`src/rtl/param_sender_if.sv`:
```
// Parameter-load bus between the host-side sender and the Mandelbrot parameter receiver.
// The sender owns the master modport; the host/receiver side uses slave.
interface param_sender_if;
    logic        start;
    logic [35:0] corner_in;
    logic [9:0]  maxiter_in;
    logic [8:0]  res_in;
    logic [35:0] corner_d;
    logic [9:0]  maxiter_d;
    logic [8:0]  res_d;
    logic        write;
    logic        busy;
    logic        done;
    logic [2:0]  state_dbg;

    // start is a level request sampled only while the sender is idle; there is no
    // back-pressure. The bus (*_d) is stable whenever write is high, and a transfer
    // is complete only when done pulses.
    modport master (
        input  start, corner_in, maxiter_in, res_in,
        output corner_d, maxiter_d, res_d, write, busy, done, state_dbg
    );

    modport slave (
        output start, corner_in, maxiter_in, res_in,
        input  corner_d, maxiter_d, res_d, write, busy, done, state_dbg
    );
endinterface

```
`src/rtl/param_sender.sv`:
```
// Host-side transmitter: latches one parameter set, holds it on the bus and emits
// NUM_PULSES write pulses, then a tail so the receiver can load before done.
module param_sender #(
    parameter int PULSE_HIGH = 2,
    parameter int PULSE_LOW  = 2,
    parameter int NUM_PULSES = 5,
    parameter int TAIL_CYC   = 3
) (
    input  logic           clk,
    input  logic           rst,
    param_sender_if.master bus
);
    localparam int MAX_HL = (PULSE_HIGH > PULSE_LOW) ? PULSE_HIGH : PULSE_LOW;
    localparam int MAX_PH = (MAX_HL > TAIL_CYC) ? MAX_HL : TAIL_CYC;
    localparam int PH_W   = $clog2(MAX_PH + 1);
    localparam int PU_W   = $clog2(NUM_PULSES + 1);

    localparam logic [PH_W-1:0] HIGH_LAST  = PH_W'(PULSE_HIGH - 1);
    localparam logic [PH_W-1:0] LOW_LAST   = PH_W'(PULSE_LOW - 1);
    localparam logic [PH_W-1:0] TAIL_LAST  = PH_W'(TAIL_CYC - 1);
    localparam logic [PU_W-1:0] PULSE_LAST = PU_W'(NUM_PULSES - 1);

    typedef enum logic [2:0] {
        S_IDLE  = 3'd0,
        S_SETUP = 3'd1,
        S_HIGH  = 3'd2,
        S_LOW   = 3'd3,
        S_TAIL  = 3'd4,
        S_DONE  = 3'd5
    } state_t;

    state_t          state_q, state_d;
    logic [PH_W-1:0] phase_q, phase_d;
    logic [PU_W-1:0] pulse_q, pulse_d;
    logic [35:0]     corner_q;
    logic [9:0]      maxiter_q;
    logic [8:0]      res_q;
    logic            write_q, busy_q, done_q;
    logic            capture_en;

    assign capture_en = (state_q == S_IDLE) && bus.start;

    always_comb begin
        state_d = state_q;
        phase_d = phase_q + 1'b1;
        pulse_d = pulse_q;
        case (state_q)
            S_IDLE: begin
                phase_d = '0;
                pulse_d = '0;
                if (bus.start) state_d = S_SETUP;
            end
            S_SETUP: begin
                pulse_d = '0;
                state_d = S_HIGH;
            end
            S_HIGH: begin
                if (phase_q == HIGH_LAST) begin
                    pulse_d = pulse_q + 1'b1;
                    state_d = (pulse_q == PULSE_LAST) ? S_TAIL : S_LOW;
                end
            end
            S_LOW: begin
                if (phase_q == LOW_LAST) state_d = S_HIGH;
            end
            S_TAIL: begin
                if (phase_q == TAIL_LAST) state_d = S_DONE;
            end
            S_DONE: begin
                state_d = S_IDLE;
            end
            default: begin
                state_d = S_IDLE;
            end
        endcase
        // Phase counter restarts on every state entry.
        if (state_d != state_q) phase_d = '0;
    end

    // Outputs are decoded from the next state and registered, so they line up with state_q.
    always_ff @(posedge clk or posedge rst) begin
        if (rst) begin
            state_q   <= S_IDLE;
            phase_q   <= '0;
            pulse_q   <= '0;
            write_q   <= 1'b0;
            busy_q    <= 1'b0;
            done_q    <= 1'b0;
            corner_q  <= '0;
            maxiter_q <= '0;
            res_q     <= '0;
        end else begin
            state_q <= state_d;
            phase_q <= phase_d;
            pulse_q <= pulse_d;
            write_q <= (state_d == S_HIGH);
            busy_q  <= (state_d != S_IDLE);
            done_q  <= (state_d == S_DONE);
            if (capture_en) begin
                corner_q  <= bus.corner_in;
                maxiter_q <= bus.maxiter_in;
                res_q     <= bus.res_in;
            end
        end
    end

    assign bus.corner_d  = corner_q;
    assign bus.maxiter_d = maxiter_q;
    assign bus.res_d     = res_q;
    assign bus.write     = write_q;
    assign bus.busy      = busy_q;
    assign bus.done      = done_q;
    assign bus.state_dbg = state_q;
endmodule

```
`src/flat_wrapper.sv`:
```
// flat-port wrapper written by rule: the top's interface ports become plain ports
module param_sender_flat 
#(
    parameter int PULSE_HIGH = 2,
    parameter int PULSE_LOW  = 2,
    parameter int NUM_PULSES = 5,
    parameter int TAIL_CYC   = 3
)
  (clk, rst, bus_start, bus_corner_in, bus_maxiter_in, bus_res_in, bus_corner_d, bus_maxiter_d, bus_res_d, bus_write, bus_busy, bus_done, bus_state_dbg);
  param_sender_if bus_i ();
  input  logic clk;
  input  logic rst;
  input wire logic [$bits(bus_i.start)-1:0] bus_start;
  input wire logic [$bits(bus_i.corner_in)-1:0] bus_corner_in;
  input wire logic [$bits(bus_i.maxiter_in)-1:0] bus_maxiter_in;
  input wire logic [$bits(bus_i.res_in)-1:0] bus_res_in;
  output wire logic [$bits(bus_i.corner_d)-1:0] bus_corner_d;
  output wire logic [$bits(bus_i.maxiter_d)-1:0] bus_maxiter_d;
  output wire logic [$bits(bus_i.res_d)-1:0] bus_res_d;
  output wire logic [$bits(bus_i.write)-1:0] bus_write;
  output wire logic [$bits(bus_i.busy)-1:0] bus_busy;
  output wire logic [$bits(bus_i.done)-1:0] bus_done;
  output wire logic [$bits(bus_i.state_dbg)-1:0] bus_state_dbg;
  assign bus_i.start = bus_start;
  assign bus_i.corner_in = bus_corner_in;
  assign bus_i.maxiter_in = bus_maxiter_in;
  assign bus_i.res_in = bus_res_in;
  assign bus_corner_d = bus_i.corner_d;
  assign bus_maxiter_d = bus_i.maxiter_d;
  assign bus_res_d = bus_i.res_d;
  assign bus_write = bus_i.write;
  assign bus_busy = bus_i.busy;
  assign bus_done = bus_i.done;
  assign bus_state_dbg = bus_i.state_dbg;
  param_sender #(.PULSE_HIGH(PULSE_HIGH), .PULSE_LOW(PULSE_LOW), .NUM_PULSES(NUM_PULSES), .TAIL_CYC(TAIL_CYC)) u_core (.clk(clk), .rst(rst), .bus(bus_i));
endmodule
```
`config.mk`:
```
export PLATFORM = sky130hd
export DESIGN_NAME = param_sender_flat
export DESIGN_NICKNAME = d
export VERILOG_FILES = /design/src/rtl/param_sender_if.sv /design/src/rtl/param_sender.sv /design/src/flat_wrapper.sv
export SDC_FILE = /design/constraint.sdc
export NUM_CORES = 1
export LEC_CHECK = 0
export CORE_ASPECT_RATIO = 0.75
export CORE_MARGIN = 2
export CORE_UTILIZATION = 24
export DETAILED_ROUTE_END_ITERATION = 12
export DONT_BUFFER_PORTS = 1
export SYNTH_ARGS = -nofsm -noshare
export SYNTH_HDL_FRONTEND = slang
export SYNTH_SLANG_ARGS = --single-unit
```
`constraint.sdc`:
```
create_clock -name clk -period 6.2 [get_ports clk]
set_input_delay 1.24 -clock clk [delete_from_list [all_inputs] [get_ports clk]]
set_output_delay 1.24 -clock clk [all_outputs]
set_load 0.02 [all_outputs]
```
==> results of run 1 <==
cell type report:
type / instances / area [um2] / share of cell area (%)
flip-flops and latches: 66 / 1650 / 54.3
repair buffers: 3 / 22.5 / 0.740
well taps: 140 / 175 / 5.76
clock inverters: 2 / 10.0 / 0.329
clock buffers: 14 / 274 / 9.00
inverters: 6 / 22.5 / 0.740
multi-input cells: 92 / 887 / 29.2
power by group through the flow:
stage                     Sequential [mW]  Clock [mW]  Combinational [mW]
after floorplan                     0.989           0               0.262
after global placement               1.04           0               0.270
after detailed placement             1.05           0               0.289
after CTS                            1.04       0.493               0.289
after global routing                 1.06       0.507               0.319
final                                1.04       0.471               0.280
registers in the layout, indices dropped and copies added (netlist names), 2 cells and up:
signal	count
u_core.bus.state_dbg	3
u_core.phase_q	2
u_core.bus.corner_d	36
u_core.bus.maxiter_d	10
u_core.pulse_q	3
u_core.bus.res_d	9
cell families after synthesis:
kind of cell               Yosys count  synth area share [%]
and+or+nand+nor                     24                  5.51
DFF                                 66                  62.7
AOI/OAI and AO/OA                    8                  2.04
muxes                               56                  23.9
buffers and inverters               14                  3.90
adders and majority gates            4                  1.90
metrics by stage:
stage	instance area [um2]	hold slack, ps
finish	3040	462
global route	3040	482
CTS	3040	465
detailed placement	2760	457
global placement	2760	444
floorplan	2630	432
metal layers:
layer / global-route usage, % / wire [um]
met1: 8.91 / 1950
met2: 12.4 / 2160
met3: 5.67 / 549
met4: 3.98 / 83
met5: 0 / 0
cell usage after synthesis (all sizes together):
cell type  instances  area, um2
mux2              55        619
and3               2       12.5
inv                6       22.5
nand2              5       18.8
mux2i              1       10.0
nor3b              1       7.51
nand3              2       10.0
buf                6       72.6
clkbuf             2       7.51
o221a              1       11.3
a21oi              2       10.0
a32oi              1       8.76
dfrtp             66       1650
nor2               5       18.8
and4bb             2       25.0
o21ai              3       15.0
ha                 4       50.1
nor4b              1       15.0
nor2b              1       6.26
o311ai             1       8.76
nand2b             3       18.8
nand3b             1       7.51
nor3               1       5.00
final timing paths:
| check | from | endpoint | slack, ps | cells after the start |
|---|---|---|---|---|
| max | u_core.bus.state_dbg[2] | bus_state_dbg[2] | 3870 | 0 |
| min | u_core.phase_q[0] | u_core.phase_q[0] | 460 | 1 |
| max reg2reg | u_core.bus.state_dbg[2] | u_core.bus.maxiter_d[0] | 4240 | 3 |
| min reg2reg | u_core.phase_q[0] | u_core.phase_q[0] | 460 | 1 |
| max in group asynchronous | rst | u_core.bus.corner_d[15] | 4620 | 2 |
| min in group asynchronous | rst | u_core.phase_q[0] | 1060 | 2 |
==> implementation parameters, run 1 <==
Parameter                              Value

Pwr
  Power Internal    1.11 mW
  Worst vdd rail ir drop    0.000205 V
  Relative contribution of the clock network to total power    about a quarter
  Final Total Pwr    1.79 mW
  Net switching power figure    a little under 0.7 mW
  Combinational share of power    15.7%
  Sw frac    ~38%
  Pwr Density    between 500 and 600 mW/mm2
  Leak Pwr    around 1.3 nW
  Relative contribution of sequential cells to total power    between 50% and 60%

Route
  Vias per Instance    4.21
  Wire length per cell    between 10 and 15 um
  Via total after detailed routing    approximately 1400
  DRT Wirelength    between 4000 and 5000 um
  First DRT Iteration DRCs    21
  Iteration count of the initial detailed-routing pass    4
  DRT antenna net count    0
  DRC violations left    0

Critical path
  Required time of the critical path    between 4000 and 5000 ps
  Data arrival time of the worst path    around 1100 ps
  Max FO, Critical Path    15
  Category of the worst setup path capture point    primary output
  Worst setup path class    flip-flop to primary output
  Setup crit start kind    flip-flop

Outcome
  Outcome    finished, final reports clean

Cells and area
  Utilization after layout    28.1%
  Area growth from synthesis to final layout    15.6%
  Share of final-layout standard cells stronger than drive strength 1    about 21%
  Filler cell count in the final layout    between 1000 and 1500
  Commonest cells after routing, fill and taps aside    sky130_fd_sc_hd__dfrtp_1, sky130_fd_sc_hd__mux2_1, sky130_fd_sc_hd__mux2_2, sky130_fd_sc_hd__clkbuf_16
  Non-filler instance count after layout    between 300 and 400
  Final layout net count    240
  Final antenna diode count    0
  Commonest non-fill, non-tap cell in the layout    sky130_fd_sc_hd__dfrtp_1

Clocking
  TritonCTS clock tree    yes
  Hold buffers post-CTS    0
  Sinks on Clock Net    between 60 and 70
  Total clock buffers created by CTS    9
  Post-CTS Repair Setup Buffers    0
  PostCTS Resize Cnt    0
  H-tree depth reported by CTS    3
  Maximum clock path buffer count    2
  Root cell of the clock tree    sky130_fd_sc_hd__clkbuf_16
  Clock-pin slew on the worst setup and hold paths    around 50 ps
  Clock latency reported for the late side of the worst-skew pair    about 320 ps

Logic synthesis
  Syn Nets    234
  Gate count of the mapped netlist    172
  Sequential-to-total area share from yosys stat    62.7%
  Seq cells post-synth    66
  Number of warning messages in the yosys log    0
  Count of unique library cells instantiated by Yosys    26
  Area of the mapped netlist    roughly 0.0026 mm2
  Post-Syn Area per Cell    approximately 15 um2

STA
  RSZ-0062 raised after global routing    false
  Maximum clock skew at final layout    3.98 ps
  Setup tns final    0 ps
  Fmax    approximately 0.43 GHz
  Share of the clock period used by the worst path    a little under two fifths
  Final Max Slew Viols    0
  Slew @ Worst Pin    just over 800 ps
  Remaining max-slew budget at the tightest pin    45.2%
  Final setup margin    a little under 4000 ps
  Final critical-path required period    ~2300 ps
  Hold violation count in the final report    0
  Setup-violating endpoint count in the final report    0

Floorplanning
  I/O Pins    between 100 and 150
  Die Y-Extent    between 90 and 100 um
  Full die area    ~0.012 mm2
  Overall die width    125 um
  Core Footprint    approximately 0.011 mm2
  Initial core utilization    ~24%
  Count of standard-cell rows    33

Global routing
  Via count of the first global-routing pass    about 1500
  Remaining global-route overflow    0
  Wire length of the first global-routing pass    7370 um
  Global-route total usage across every layer    about 8%
  Pin count of the biggest net entering global routing    between 60 and 70
  Initial antenna violation count    0

Placement
  DP Cell Count    between 300 and 400
  Detail Placement HPWL    3280 um
  Placer Congestion    about 0.67
  Count of input and output buffers    0
  Post-Place Worst Slack    3800 ps

Min path
  Type of the worst min-delay path    flip-flop to flip-flop

Job
  Number of max-cap violations    0
(Power assumes the default switching activity.)
==> run 2, diff against run 1 <==
clock period = 2.35 ns   (was 6.2 ns; I/O delays follow)
==> run 2 against run 1 <==
Final area up 2.1%. Utilization up 0.60 points. Routed wire length up 1.4%. Critical endpoint is now u_core.bus.corner_d[34]. Highest routed layer unchanged.
==> implementation parameters, run 2 (synthesized netlist as in run 1, its figures left out) <==
Parameter                              Value

Clocking
  Clock-pin slew on the worst setup and hold paths    50 ps (about the same)
  H-tree depth reported by CTS    3 (unchanged)
  Maximum clock path buffer count    2 (unchanged)
  Hold buffers post-CTS    0 (unchanged)
  TritonCTS clock tree    yes
  PostCTS Resize Cnt    0 (unchanged)
  Sinks on Clock Net    66 (unchanged)
  Post-CTS Repair Setup Buffers    0 (unchanged)
  Total clock buffers created by CTS    9 (unchanged)
  Root cell of the clock tree    sky130_fd_sc_hd__clkbuf_16
  Clock latency reported for the late side of the worst-skew pair    320 ps (about the same)

Global routing
  Via count of the first global-routing pass    1530 (+4.0%)
  Most congested layer reported by global routing    met2
  Met2 routing resource usage after global routing    14.1% (+1.7 points)
  Global-route total usage across every layer    8.72% (+0.48 points)
  Remaining global-route overflow    0 (unchanged)
  Pin count of the biggest net entering global routing    33 (-51%)
  GR Layer Usage met3    5.16% (-0.51 points)
  Met1 track utilization from global routing    9.22% (+0.31 points)
  Initial antenna violation count    0 (unchanged)
  Wire length of the first global-routing pass    7750 um (+5.1%)

Pwr
  Relative contribution of sequential cells to total power    54.1% (-3.9 points)
  Relative contribution of the clock network to total power    28.7% (+2.4 points)
  Net switching power figure    1.81 mW (+170%)
  Worst vdd rail ir drop    0.000541 V (+160%)
  Power Internal    3.10 mW (+180%)
  Leak Pwr    1.33 nW (+3.0%)
  Pwr Density    1580 mW/mm2 (+170%)
  Sw frac    36.9% (-1.1 points)
  Combinational share of power    17.2% (+1.5 points)

Critical path
  CP Cell Sequence    nor4b_4, buf_4, mux2_2
  Data arrival time of the worst path    1820 ps (+730 ps)
  Max FO, Critical Path    32 (+17)
  Worst setup path class    flip-flop to flip-flop
  Setup crit start kind    flip-flop
  Slowest stage cell, crit path    sky130_fd_sc_hd__buf_4
  Category of the worst setup path capture point    flip-flop
  Highest cell delay on the worst timing path    ~410 ps
  Required time of the critical path    2550 ps (-2410 ps)

STA
  Fmax    ~0.62 GHz
  Setup tns final    0 ps (unchanged)
  Share of the clock period used by the worst path    around 69%
  Remaining max-slew budget at the tightest pin    67.0% (+22 points)
  RSZ-0062 raised after global routing    false
  Final Max Slew Viols    0 (unchanged)
  Final critical-path required period    1620 ps
  Slew @ Worst Pin    494 ps (-328 ps)
  Setup-violating endpoint count in the final report    0 (unchanged)
  Hold violation count in the final report    0 (unchanged)
  Final setup margin    728 ps (-3140 ps)
  Maximum clock skew at final layout    3.76 ps (-0.223 ps)

Route
  First DRT Iteration DRCs    11 (-48%)
  DRC violations left    0 (unchanged)
  Via total after detailed routing    1385 (+1.8%)
  DRT antenna net count    0 (unchanged)
  Iteration count of the initial detailed-routing pass    2 (-2)
  DRT Wirelength    4810 um (+1.4%)
  Vias per Instance    4.24 (+0.52%)
  Wire length per cell    14.7 um (+0.15%)

Cells and area
  Area growth from synthesis to final layout    18.1%
  Final layout net count    244 (+1.7%)
  Commonest cells after routing, fill and taps aside    sky130_fd_sc_hd__dfrtp_1, sky130_fd_sc_hd__mux2_1, sky130_fd_sc_hd__mux2_2, sky130_fd_sc_hd__clkbuf_16, sky130_fd_sc_hd__buf_4
  Final antenna diode count    0 (unchanged)
  Share of final-layout standard cells stronger than drive strength 1    23.5% (+2.8 points)
  Flip-flop count of the largest register after layout    36 (unchanged)
  Commonest non-fill, non-tap cell in the layout    sky130_fd_sc_hd__dfrtp_1

Floorplanning
  Count of standard-cell rows    33 (unchanged)
  I/O Pins    119 (unchanged)
  Core Footprint    0.0108 mm2 (unchanged)
  Die Y-Extent    94.7 um (unchanged)
  Initial core utilization    24.3% (unchanged)
  Overall die width    125 um (unchanged)
  Full die area    0.0118 mm2 (unchanged)

Placement
  Placer Congestion    0.695 (+3.5%)
  Count of input and output buffers    0 (unchanged)
  Post-Place Worst Slack    702 ps (-3100 ps)
  Detail Placement HPWL    3540 um (+8.0%)

Outcome
  Outcome    finished, final reports clean

Job
  Number of max-cap violations    0 (unchanged)

Min path
  Type of the worst min-delay path    primary input to asynchronous set/reset pin
## run 2: cell types whose count changed in the layout (fill, tap and decap cells not counted), sizes merged
cell | before | now
bufinv | 0 | 2
clkinv | 2 | 4
buf | 3 | 7
clkbuf | 14 | 10
## run 2: power by group through the flow
stage | sequential, mW | clock [mW] | combinational [mW]
2_1_floorplan | 2.61 | 0 | 0.691
3_3_place_gp | 2.68 | 0 | 0.828
3_5_place_dp | 2.69 | 0 | 0.877
4_1_cts | 2.68 | 1.46 | 0.877
5_1_grt | 2.73 | 1.52 | 0.978
6_report | 2.66 | 1.41 | 0.845
## run 2: worst max-delay path, delay by kind of cell, from the launching register on
kind,cells,cell delay [ps]
buf+inv,1,410
flops,1,400
simple gates,1,290
mux,1,390
## run 2: stage by stage
step	cells	power (mW)	util, %	hold WS [ps]	instance area, um2
global placement	311	3.51	25.8	411	2790
finish	327	4.91	28.7	53.1	3110
floorplan	172	3.30	-	432	2630
CTS	327	5.02	28.7	63.8	3110
global route	327	5.23	28.7	85.1	3110
detailed placement	311	3.56	25.8	424	2790
## run 2: layer usage
| metal | wire (um) | vias up |
|---|---|---|
| li1 | - | 619 |
| met1 | 1910 | 685 |
| met2 | 2340 | 73 |
| met3 | 503 | 8 |
| met4 | 61 | 0 |
| met5 | 0 | - |
## run 2: final timing paths
kind	end	slack [ps]	startpoint	cells past startpoint
worst max-delay path	u_core.bus.corner_d[34]	730	u_core.bus.state_dbg[2]	3
worst min register to register	u_core.phase_q[0]	460	u_core.phase_q[0]	1
worst min-delay path	u_core.bus.maxiter_d[3]	50	rst	1
min in group clk	u_core.bus.corner_d[2]	280	bus_corner_in[2]	1
max in group asynchronous	u_core.bus.corner_d[20]	1580	rst	2
worst max register to register	u_core.bus.corner_d[34]	730	u_core.bus.state_dbg[2]	3
## run 2: area by class of cell
class	instances	area, um2
inverters	6	22.5
well taps	140	175
repair buffers	7	52.6
clock buffers	10	239
clock inverters	6	80.1
multi-input cells	92	887
fillers	1111	7710
flip-flops and latches	66	1650
==> run 3, diff against run 2 <==
clock period = 1.44 ns   (was 2.35 ns; I/O delays follow)
==> run 3 against run 2 <==
The run now ends with setup timing left. Global-route usage down 0.063 points. Die area unchanged. Fmax up 4.1%. Clock skew about the same. Via count up 7.5%. Count of clock-buffer cells in the layout up 1. Sequential share of layout area down 6.4 points. Setup slack worse by 850 ps. Sequential cell count unchanged. First-iteration DRC count rose to 2.9 times the previous value. Final area up 14%.
==> implementation parameters, run 3 (synthesized netlist as in run 1, its figures left out) <==
Parameter                              Value

Clocking
  Clock-pin slew on the worst setup and hold paths    50 ps (about the same)
  Clock latency reported for the late side of the worst-skew pair    320 ps (about the same)
  Total clock buffers created by CTS    9 (unchanged)
  H-tree depth reported by CTS    3 (unchanged)
  Sinks on Clock Net    66 (unchanged)
  Root cell of the clock tree    sky130_fd_sc_hd__clkbuf_16
  Maximum clock path buffer count    2 (unchanged)
  TritonCTS clock tree    yes

Cells and area
  Filler cell count in the final layout    1059 (-4.7%)
  Utilization after layout    32.7% (+4.0 points)
  Flip-flop and latch area    0.00165 mm2 (+0.15%)
  Area of combinational cells with multiple inputs    0.00106 mm2 (+19%)
  Flip-flop count of the largest register after layout    36 (unchanged)
  Area growth from synthesis to final layout    34.4%
  Commonest cells after routing, fill and taps aside    sky130_fd_sc_hd__dfrtp_1, sky130_fd_sc_hd__mux2_4, sky130_fd_sc_hd__clkbuf_16, sky130_fd_sc_hd__mux2_1, sky130_fd_sc_hd__buf_4
  Final layout net count    255 (+4.5%)
  Share of final-layout standard cells stronger than drive strength 1    43.4% (+20 points)
  Final antenna diode count    0 (unchanged)
  Commonest non-fill, non-tap cell in the layout    sky130_fd_sc_hd__dfrtp_1

Critical path
  Slowest stage cell, crit path    sky130_fd_sc_hd__dfrtp_2
  Setup crit start kind    flip-flop
  Max FO, Critical Path    11 (-66%)
  Required time of the critical path    1650 ps (-900 ps)
  Worst setup path class    flip-flop to flip-flop
  CP Cell Sequence    nor4b_4, buf_6, buf_12, mux2_2
  Data arrival time of the worst path    1770 ps (-50 ps)
  Category of the worst setup path capture point    flip-flop
  Highest cell delay on the worst timing path    410 ps (about the same)

Global routing
  Global-route total usage across every layer    8.66% (-0.063 points)
  Pin count of the biggest net entering global routing    65 (+97%)
  Via count of the first global-routing pass    1505 (-1.6%)
  Initial antenna violation count    0 (unchanged)
  Remaining global-route overflow    0 (unchanged)
  Wire length of the first global-routing pass    7780 um (+0.45%)

Route
  DRT Wirelength    6300 um (+31%)
  Vias per Instance    4.41 (+4.0%)
  DRC violations left    0 (unchanged)
  Met3 Routed Length    610 um (+21%)
  First DRT Iteration DRCs    32 (+21)
  Via total after detailed routing    1489 (+7.5%)
  DR WL met2    2800 um (+20%)
  Iteration count of the initial detailed-routing pass    2 (unchanged)
  Wire length per cell    18.6 um (+27%)
  Routed metal-1 wire length    2800 um (+47%)
  Top Metal Used    met4
  DRT antenna net count    0 (unchanged)

Job
  Number of max-cap violations    0 (unchanged)

STA
  Final critical-path required period    1560 ps (-63.6 ps)
  Setup-violating endpoint count in the final report    56 (+56)
  Fmax    0.642 GHz (+4.1%)
  Maximum clock skew at final layout    3.37 ps (-0.391 ps)
  Remaining max-slew budget at the tightest pin    77.3% (+10 points)
  Hold slack    95.0 ps (+42.0 ps)
  Hold violation count in the final report    0 (unchanged)
  Final setup margin    -118 ps (-846 ps)
  Slew @ Worst Pin    341 ps (-153 ps)
  Share of the clock period used by the worst path    108% (+39 points)
  Final Max Slew Viols    0 (unchanged)
  RSZ-0062 raised after global routing    true

Outcome
  Outcome    complete, but fails checks
  Violated checks    setup timing

Pwr
  Final Total Pwr    9.27 mW (+89%)
  Leak Pwr    1.55 nW (+17%)
  Pwr Density    2620 mW/mm2 (+66%)
  Worst vdd rail ir drop    0.000939 V (+74%)

Floorplanning
  Die Y-Extent    94.7 um (unchanged)
  Core Footprint    0.0108 mm2 (unchanged)
  I/O Pins    119 (unchanged)
  Overall die width    125 um (unchanged)
  Count of standard-cell rows    33 (unchanged)
  Initial core utilization    24.3% (unchanged)
  Full die area    0.0118 mm2 (unchanged)

Placement
  Count of input and output buffers    0 (unchanged)
  Placer Congestion    0.686 (-1.4%)
  Post-Place Worst Slack    -130 ps (-832 ps)
  Detail Placement HPWL    3480 um (-1.6%)

Min path
  Type of the worst min-delay path    primary input to flip-flop
run 3: where the power goes:
part | total, mW | switching [mW] | internal, mW | leakage, nW
combinational | 2.18 | 0.778 | 1.40 | 0.580
clock | 2.69 | 0.776 | 1.91 | 0.180
sequential | 4.40 | 1.64 | 2.76 | 0.787
run 3: per-stage QoR:
step / TNS (ps) / std cells / area [um2]
2_1_floorplan: -5300 / 172 / 2640
3_3_place_gp: -4560 / 311 / 2820
3_5_place_dp: -5690 / 311 / 2820
4_1_cts: -6080 / 328 / 3200
5_1_grt: -7200 / 338 / 3540
6_report: -4570 / 338 / 3540
run 3: final timing paths:
path	startpoint	endpoint	slack, ps	cells past startpoint
min in group asynchronous	rst	u_core.bus.corner_d[29]	330	2
setup / recovery	u_core.bus.state_dbg[0]	u_core.bus.corner_d[33]	-120	4
hold / removal	bus_corner_in[22]	u_core.bus.corner_d[22]	100	1
hold reg to reg	u_core.phase_q[0]	u_core.phase_q[0]	470	1
max in group asynchronous	rst	u_core.bus.state_dbg[2]	570	3
setup reg to reg	u_core.bus.state_dbg[0]	u_core.bus.corner_d[33]	-120	4
run 3: cell type report:
type / instances / area share (%)
Sequential cell: 66 / 46.7
Multi-Input combinational cell: 92 / 29.8
Timing Repair Buffer: 18 / 7.32
Clock buffer: 11 / 6.86
Tap cell: 140 / 4.95
Clock inverter: 5 / 3.54
Inverter: 6 / 0.743
run 3: what timing repair did:
action | CTS | global route
pin swaps | 0 | 2
cloned | 0 | 6
buffers inserted | 0 | 4
hold buffers | 1 | 0
resized for setup | 0 | 55
hold endpoints to repair | 66 | 0
setup endpoints to repair | 55 | 57
run 3: metal layers:
layer / up-vias / track usage, %
li1: 645 / -
met2: 78 / 13.6
met1: 756 / 9.74
met3: 10 / 5.33
met4: 0 / 3.06
met5: - / 0
run 3: critical path: cells and delay by family (launching register included):
kind	cells	cell delay, ps
flops	1	410
mux	1	340
simple gates	1	330
buf+inv	2	360
